<file path="config.mk">
export PLATFORM = sky130hd
export DESIGN_NAME = cnt_seg_display
export DESIGN_NICKNAME = d
export VERILOG_FILES = /design/src/rtl/cnt_seg_display.sv
export SDC_FILE = /design/constraint.sdc
export NUM_CORES = 1
export LEC_CHECK = 0
export ABC_CLOCK_PERIOD_IN_PS = 4600
export BUFFER_PORTS_ARGS = -buffer_cell sky130_fd_sc_hd__buf_2
export CELL_PAD_IN_SITES_DETAIL_PLACEMENT = 0
export CELL_PAD_IN_SITES_GLOBAL_PLACEMENT = 1
export CORE_MARGIN = 2
export CORE_UTILIZATION = 50
export CTS_CLUSTER_SIZE = 24
export DETAILED_ROUTE_END_ITERATION = 8
export PLACE_DENSITY_LB_ADDON = 0.1
export SYNTH_ARGS = -nofsm -noshare
export SYNTH_HDL_FRONTEND = slang
export SYNTH_SLANG_ARGS = --single-unit
</file>
<file path="constraint.sdc">
create_clock -name clk -period 4.6 [get_ports clk]
set_clock_uncertainty 0.2 [all_clocks]
set_input_delay 0.46 -clock clk [delete_from_list [all_inputs] [get_ports clk]]
set_output_delay 0.46 -clock clk [all_outputs]
set_load 0.02 [all_outputs]
</file>
<file path="src/rtl/cnt_seg_display.sv">
// Two-digit seven-segment stage: samples the 6-bit counter, converts it to BCD
// with a sequential double-dabble engine, and scans an active-low common-anode display.
module cnt_seg_display #(
  parameter int REFRESH_DIV   = 100000,
  parameter int BLANK_LEADING = 1
) (
  input  logic       clk,
  input  logic       reset,
  input  logic [5:0] cnt_in,
  output logic [6:0] seg,
  output logic [1:0] an,
  output logic [3:0] bcd_tens,
  output logic [3:0] bcd_ones,
  output logic       busy,
  output logic [1:0] dbg_state
);

  localparam int CW = (REFRESH_DIV > 2) ? $clog2(REFRESH_DIV) : 1;

  typedef enum logic [1:0] {IDLE = 2'd0, CONV = 2'd1, DONE = 2'd2} state_e;

  state_e      state_q, state_d;
  logic [5:0]  s1_q, s2_q, last_q;
  logic [13:0] sh_q, sh_d, adj;
  logic [2:0]  iter_q;
  logic [3:0]  tens_q, ones_q;
  logic [CW-1:0] ref_q;
  logic        sel_q;
  logic [6:0]  seg_q, seg_d;
  logic [1:0]  an_q, an_d;
  logic        req, load, shift, done;

  function automatic logic [6:0] decode(input logic [3:0] d);
    case (d)
      4'd0: decode = 7'h40;
      4'd1: decode = 7'h79;
      4'd2: decode = 7'h24;
      4'd3: decode = 7'h30;
      4'd4: decode = 7'h19;
      4'd5: decode = 7'h12;
      4'd6: decode = 7'h02;
      4'd7: decode = 7'h78;
      4'd8: decode = 7'h00;
      4'd9: decode = 7'h10;
      default: decode = 7'h7F;
    endcase
  endfunction

  // A value is only accepted once both sampler flops agree, so a one-cycle glitch is ignored.
  assign req = (s1_q == s2_q) && (s2_q != last_q) && (state_q == IDLE);

  always_ff @(posedge clk or negedge reset) begin
    if (!reset) state_q <= IDLE;
    else        state_q <= state_d;
  end

  always_comb begin
    state_d = state_q;
    case (state_q)
      IDLE:    if (req) state_d = CONV;
      CONV:    if (iter_q == 3'd5) state_d = DONE;
      DONE:    state_d = IDLE;
      default: state_d = IDLE;
    endcase
  end

  always_comb begin
    load  = 1'b0;
    shift = 1'b0;
    done  = 1'b0;
    case (state_q)
      IDLE:    load  = req;
      CONV:    shift = 1'b1;
      DONE:    done  = 1'b1;
      default: ;
    endcase
  end

  assign busy      = (state_q != IDLE);
  assign dbg_state = state_q;

  // Add-3 correction on each BCD nibble before the shift.
  always_comb begin
    adj = sh_q;
    if (sh_q[13:10] >= 4'd5) adj[13:10] = sh_q[13:10] + 4'd3;
    if (sh_q[9:6]   >= 4'd5) adj[9:6]   = sh_q[9:6] + 4'd3;
    sh_d = {adj[12:0], 1'b0};
  end

  always_ff @(posedge clk or negedge reset) begin
    if (!reset) begin
      s1_q   <= '0;
      s2_q   <= '0;
      last_q <= '0;
      sh_q   <= '0;
      iter_q <= '0;
      tens_q <= '0;
      ones_q <= '0;
    end else begin
      s1_q <= cnt_in;
      s2_q <= s1_q;
      if (load) begin
        sh_q   <= {8'd0, s2_q};
        last_q <= s2_q;
        iter_q <= '0;
      end else if (shift) begin
        sh_q   <= sh_d;
        iter_q <= iter_q + 3'd1;
      end
      if (done) begin
        tens_q <= sh_q[13:10];
        ones_q <= sh_q[9:6];
      end
    end
  end

  always_comb begin
    an_d  = 2'b10;
    seg_d = decode(ones_q);
    if (sel_q) begin
      if ((BLANK_LEADING != 0) && (tens_q == 4'd0)) begin
        an_d  = 2'b11;
        seg_d = 7'h7F;
      end else begin
        an_d  = 2'b01;
        seg_d = decode(tens_q);
      end
    end
  end

  always_ff @(posedge clk or negedge reset) begin
    if (!reset) begin
      ref_q <= '0;
      sel_q <= 1'b0;
      seg_q <= 7'h7F;
      an_q  <= 2'b11;
    end else begin
      if (ref_q == CW'(REFRESH_DIV - 1)) begin
        ref_q <= '0;
        sel_q <= ~sel_q;
      end else begin
        ref_q <= ref_q + 1'b1;
      end
      seg_q <= seg_d;
      an_q  <= an_d;
    end
  end

  assign seg      = seg_q;
  assign an       = an_q;
  assign bcd_tens = tens_q;
  assign bcd_ones = ones_q;

endmodule

</file>
======== Word-level counts from Yosys, hierarchy flattened ========
Memories as Yosys holds them, arrays and structs flattened.
Cells that the tools add are included.
operators by class
  add/subtract/negate cells ............... 4
  $lt $le $gt $ge ......................... 2
  equality and inequality tests ........... 8
  mux-type cells .......................... 17
  bitwise operators ....................... 1
  reduce and logical (&&, ||, !) cells .... 7
operator list
  operator                 number
  $mux W14                 2
  $add A17 B1 Y17 const B  1
  $eq A17 B17 Y1 const B   1
  $mux W17                 1
  $mux W7                  2
  $mux W3                  3
  $ge A4 B3 Y1 const B     2
  $mux W2                  4
  $eq A6 B6 Y1             1
  $ne A6 B6 Y1             1
  $add A4 B2 Y4 const B    1
  $logic_not A4 Y1         1
  $mux W4                  1
  $ne A2 B2 Y1 const B     2
  $pmux W2 S2              1
  $reduce_bool A2 Y1       2
  $add A3 B1 Y3 const B    1
  $add A3 B2 Y3 const B    1
  $eq A3 B3 Y1 const B     1
  $mux W1                  3
  $eq A2 B1 Y1 const B     1
  $eq A2 B2 Y1 const B     1
  $logic_and A1 B1 Y1      2
  $logic_not A2 Y1         1
  other kinds (2)          2
word-level totals
  bits in registers ....................... 72
  ROM bits ................................ 224
  input port bits ......................... 8
  output and inout bits ................... 20
  word-level logic and storage cells ...... 53
  memories ................................ 2
memory list
  memory           words  bits a word  read ports  clocked after Yosys merged registers in  write ports  line  text
  (no name shown)  16     7            1           0                                        0            34    case (d)
  (no name shown)  16     7            1           0                                        0            34

======== Longest topological paths before layout ========
  word-level depth ........................ 5
  mapped depth ............................ 7
  depth with buffers taken out ............ 7

======== Worst setup path after synthesis ========
OpenSTA, ideal clock, no wires.
  path kind ............................... register to register
  from .................................... register state_q[0], in the netlist dbg_state[0]
  to ...................................... register last_q[0]
  setup time .............................. 0.127 ns
  arrival ................................. 1.839 ns
  data required time ...................... 4.273 ns
  slack ................................... 2.433 ns
  cell stages (with the launch flop) ...... 7
  path buffers ............................ 1
  period minus slack after synthesis ...... 2.167 ns
  cells stage by stage .................... dfrtp_1 > or2_4 > nor4_4 > o211ai_2 > nor2_2 > buf_6 > mux2_1
on the way
  cells in the longest elaborated chain, start to end .. 3
RTL lines
  item                    line    text
  start, declared         22      state_e state_q, state_d;
  start signal, assigned  54      else state_q <= state_d;
  $logic_not A2 Y1 (*)    50, 71
  $logic_and A1 B1 Y1     50      assign req = (s1_q == s2_q) && (s2_q != last_q) && (state_q == IDLE);
  $mux W1 (*)             71      case (state_q)
  end signal, assigned    104     last_q <= s2_q;
  end, declared           23      logic [5:0] s1_q, s2_q, last_q;
Mark *: on every way between the ends. The rest lies on a longest branch, timed or not.
A chain may end at the register's enable or synchronous reset.

======== Worst setup path in the final report ========
  from .................................... register state_q[0], in the netlist dbg_state[0]
  to ...................................... register last_q[3]
Same word-level chain as after synthesis.

==> out/results.ini <==
[power]
peakVddDrop_v = 0.000262
powerDensity_nw_per_um2 = 510
combPwrFrac_pct = 28.0
clockPowerShare_pct = 27.8
p_int_mw = 1.32
leakage_nw = 1.80
power_frac_seq_pct = 44.1
power_switching_uw = 637
switching_share_pct = 32.5

[route]
drt_pass1_iterations = 4
antenna_left = 0
wl_per_cell_um = 13.7
drcViolationCount = 0
drt_iter0_markers = 114
drt_wl_total_mm = 5.84
vias = 2262
viasPerCell = 5.30

[clocking]
clk_pin_slew_ns = 0.08
clock-sinks = 72
cts_tree = yes
cts_hold_buf = 0
cts_resized = 0
cts-htree-levels = 3
cts_root_buffer = clkbuf_8
clockBufferDepth = 2
postCtsSetupBuffers = 0
insertion_delay_ns = 0.34
cts-buffers-inserted = 9

[worst_setup_path]
worstSetupStartpointType = flip-flop
cpMaxStageDelayCell = nor2_2
path_class = reg -> reg
worstReg2RegEnd = last_q[3]$_DFFE_PN0P_
crit_fanout = 21
critPathMaxStageDelay_ns = 0.75
reg2reg_setup_slack_ns = 1.92
cp.arrival_ns = 2.69
r2r_start = dbg_state[0]$_DFFE_PN0P_
crit_chain = or2_4 > nor4_4 > o211ai_2 > nor2_2 > mux2_2
worstPathRequired_ns = 4.62
worstRegToRegCells = 5
worst_setup_path_end_kind = flip-flop

[synth]
netlist_area_sq_um = 3410
yosys-top-cells-count = dfrtp_1 (63), nor2_1 (28), nand2_1 (24)
yosys.cell_types.count = 44
synthArstFlopShare_pct = 100
synth_edf_count = 0
ys_warn_count = 0
ys_seq_elements = 72
synth_top_area_cell = dfrtp_1
yosys_most_used_dff = dfrtp_1
synth-seq-area-share_pct = 53.1
synth_top_area_share_pct = 46.2
synthTopCellsByArea = dfrtp_1 (46%), dfstp_2 (6.9%), ha_1 (6.2%)
syn_avg_cell_area_sq_um = 10.9
netlist_instances = 312
synth_nets = 337
synth.most_common_cell = dfrtp_1

[timing]
rsz0062_at_grt = false
hold_violations = 0
fin_crit_ns = 2.68
fin_setup_tns_ns = 0
setup-violations-final = 0
maxSlewHeadroom_pct = 38.7
fmax_ghz = 0.373
drv_slew = 0
worst_pin_slew_ns = 0.918
fin_crit_sh_pct = 58.2

[die]
initial_core_util_pct = 51.1
die_area_sq_um = 7500
dieHeight_um = 86.6
die_w_um = 86.6
rows = 30
io_pins = 28
core_area_sq_um = 6680

[grt]
grtUsageTotal_pct = 17.8
grt_overflow = 0
grt_max_degree = 39
grt_pass1_vias = 2206
grt_pass1_wl_mm = 10.4
antenna_found_initial = 0

[layout]
stdcell_area_sq_um = 3850
antenna_cells = 0
finish.utilization_pct = 57.6
stdcell_count = 427
drive_gt1_share_pct = 18.2
finalNetCount = 367
syn_to_final_growth_pct = 12.7
n_fill_cell = 586

[place]
dp.cells = 409
gp_congestion = 0.768
dp_hpwl_mm = 3.96
numPortBuffers = 27
placed_area_sq_um = 3610

[run_status]
status = complete, no violations

[min_path]
hold_path.class = in -> async

[job]
drv_cap = 0

logic make-up after synthesis:
logic type      share of synthesized area, %
simple gates                            15.5
flops                                   53.1
compound gates                          10.3
xor+xnor                                8.21
buf+inv                                 2.79
fa+ha+maj                               6.23
mux                                     3.89
critical path, delay by kind of cell, from the launching register on:
family	cells	cell delay, ns
flip-flops	1	0.42
AND/OR/NAND/NOR	3	1.34
multiplexers	1	0.41
AO/OA/AOI/OAI	1	0.18
worst max-delay path by stage:
| stage | to | startpoint | cells after the start |
|---|---|---|---|
| after floorplan | last_q[0]$_DFFE_PN0P_ | dbg_state[0]$_DFFE_PN0P_ | 6 |
| after global placement | last_q[3]$_DFFE_PN0P_ | dbg_state[0]$_DFFE_PN0P_ | 5 |
| after detailed placement | last_q[3]$_DFFE_PN0P_ | dbg_state[0]$_DFFE_PN0P_ | 5 |
| after CTS | last_q[3]$_DFFE_PN0P_ | dbg_state[0]$_DFFE_PN0P_ | 5 |
| after global routing | last_q[3]$_DFFE_PN0P_ | dbg_state[0]$_DFFE_PN0P_ | 5 |
| final | last_q[3]$_DFFE_PN0P_ | dbg_state[0]$_DFFE_PN0P_ | 5 |
cells in the final DEF, fill, tap and decap left out, drive strengths merged, types with 2 or more instances in the layout:
cell / Yosys / layout
dfrtp: 63 / 63
nor2: 29 / 29
buf: 2 / 28
nand2: 24 / 24
a21oi: 17 / 17
xnor2: 17 / 17
ha: 17 / 17
xor2: 15 / 15
inv: 12 / 12
nand2b: 12 / 12
o21ai: 11 / 11
clkbuf: 9 / 11
mux2: 10 / 10
dfstp: 9 / 9
o22ai: 7 / 7
nand3: 6 / 6
nor2b: 5 / 5
nand4: 5 / 5
a221o: 5 / 5
and3: 4 / 4
and2: 4 / 4
nor3: 3 / 3
o22a: 3 / 3
and4: 3 / 3
a21boi: 2 / 2
mux2i: 2 / 2
a211oi: 2 / 2
bufinv: 0 / 2
clkinvlp: 0 / 2
dlygate4sd3: 0 / 2
or2: 2 / 2
nor4: 2 / 2
metal layers:
layer	vias to the layer above	part of all wire [%]	GRT usage (%)
met4	0	1.2	6.96
met2	40	47	28.1
met5	-	0	0
li1	1130	-	-
met3	9	2.6	3.90
met1	1083	49	24.0
power groups by stage:
stage                     Combinational, mW  Sequential, mW  Clock [mW]
final                                 0.550           0.866       0.545
after global routing                  0.623           0.886       0.595
after CTS                             0.554           0.867       0.562
after detailed placement              0.550           0.877           0
after global placement                0.547           0.874           0
after floorplan                       0.396           0.889           0
cell type report:
class,count,area [sq um],share of cell area [%]
repair buffers,30,163,4.23
clock buffers,11,141,3.67
inverters,12,45.0,1.17
flip-flops and latches,72,1810,47.1
clock inverters,5,80.1,2.08
well taps,80,100,2.60
multi-input cells,217,1510,39.1
stage by stage:
step	power, mW	setup WS, ns	hold slack [ns]
floorplan	1.28	2.43	-0.0356
global placement	1.42	2.00	0.178
detailed placement	1.43	1.96	0.185
CTS	1.98	1.91	0.00589
global route	2.10	1.76	0.0103
finish	1.96	1.92	0.0156
sequential cells by signal (all words and copies together), names as in the netlist:
name	flops
sel_q	1
sh_q	14
an	2
iter_q	3
s1_q	6
seg	7
ref_q	17
bcd_tens	4
s2_q	6
last_q	6
dbg_state	2
bcd_ones	4
Note: power is estimated with default switching activity, not from simulation.
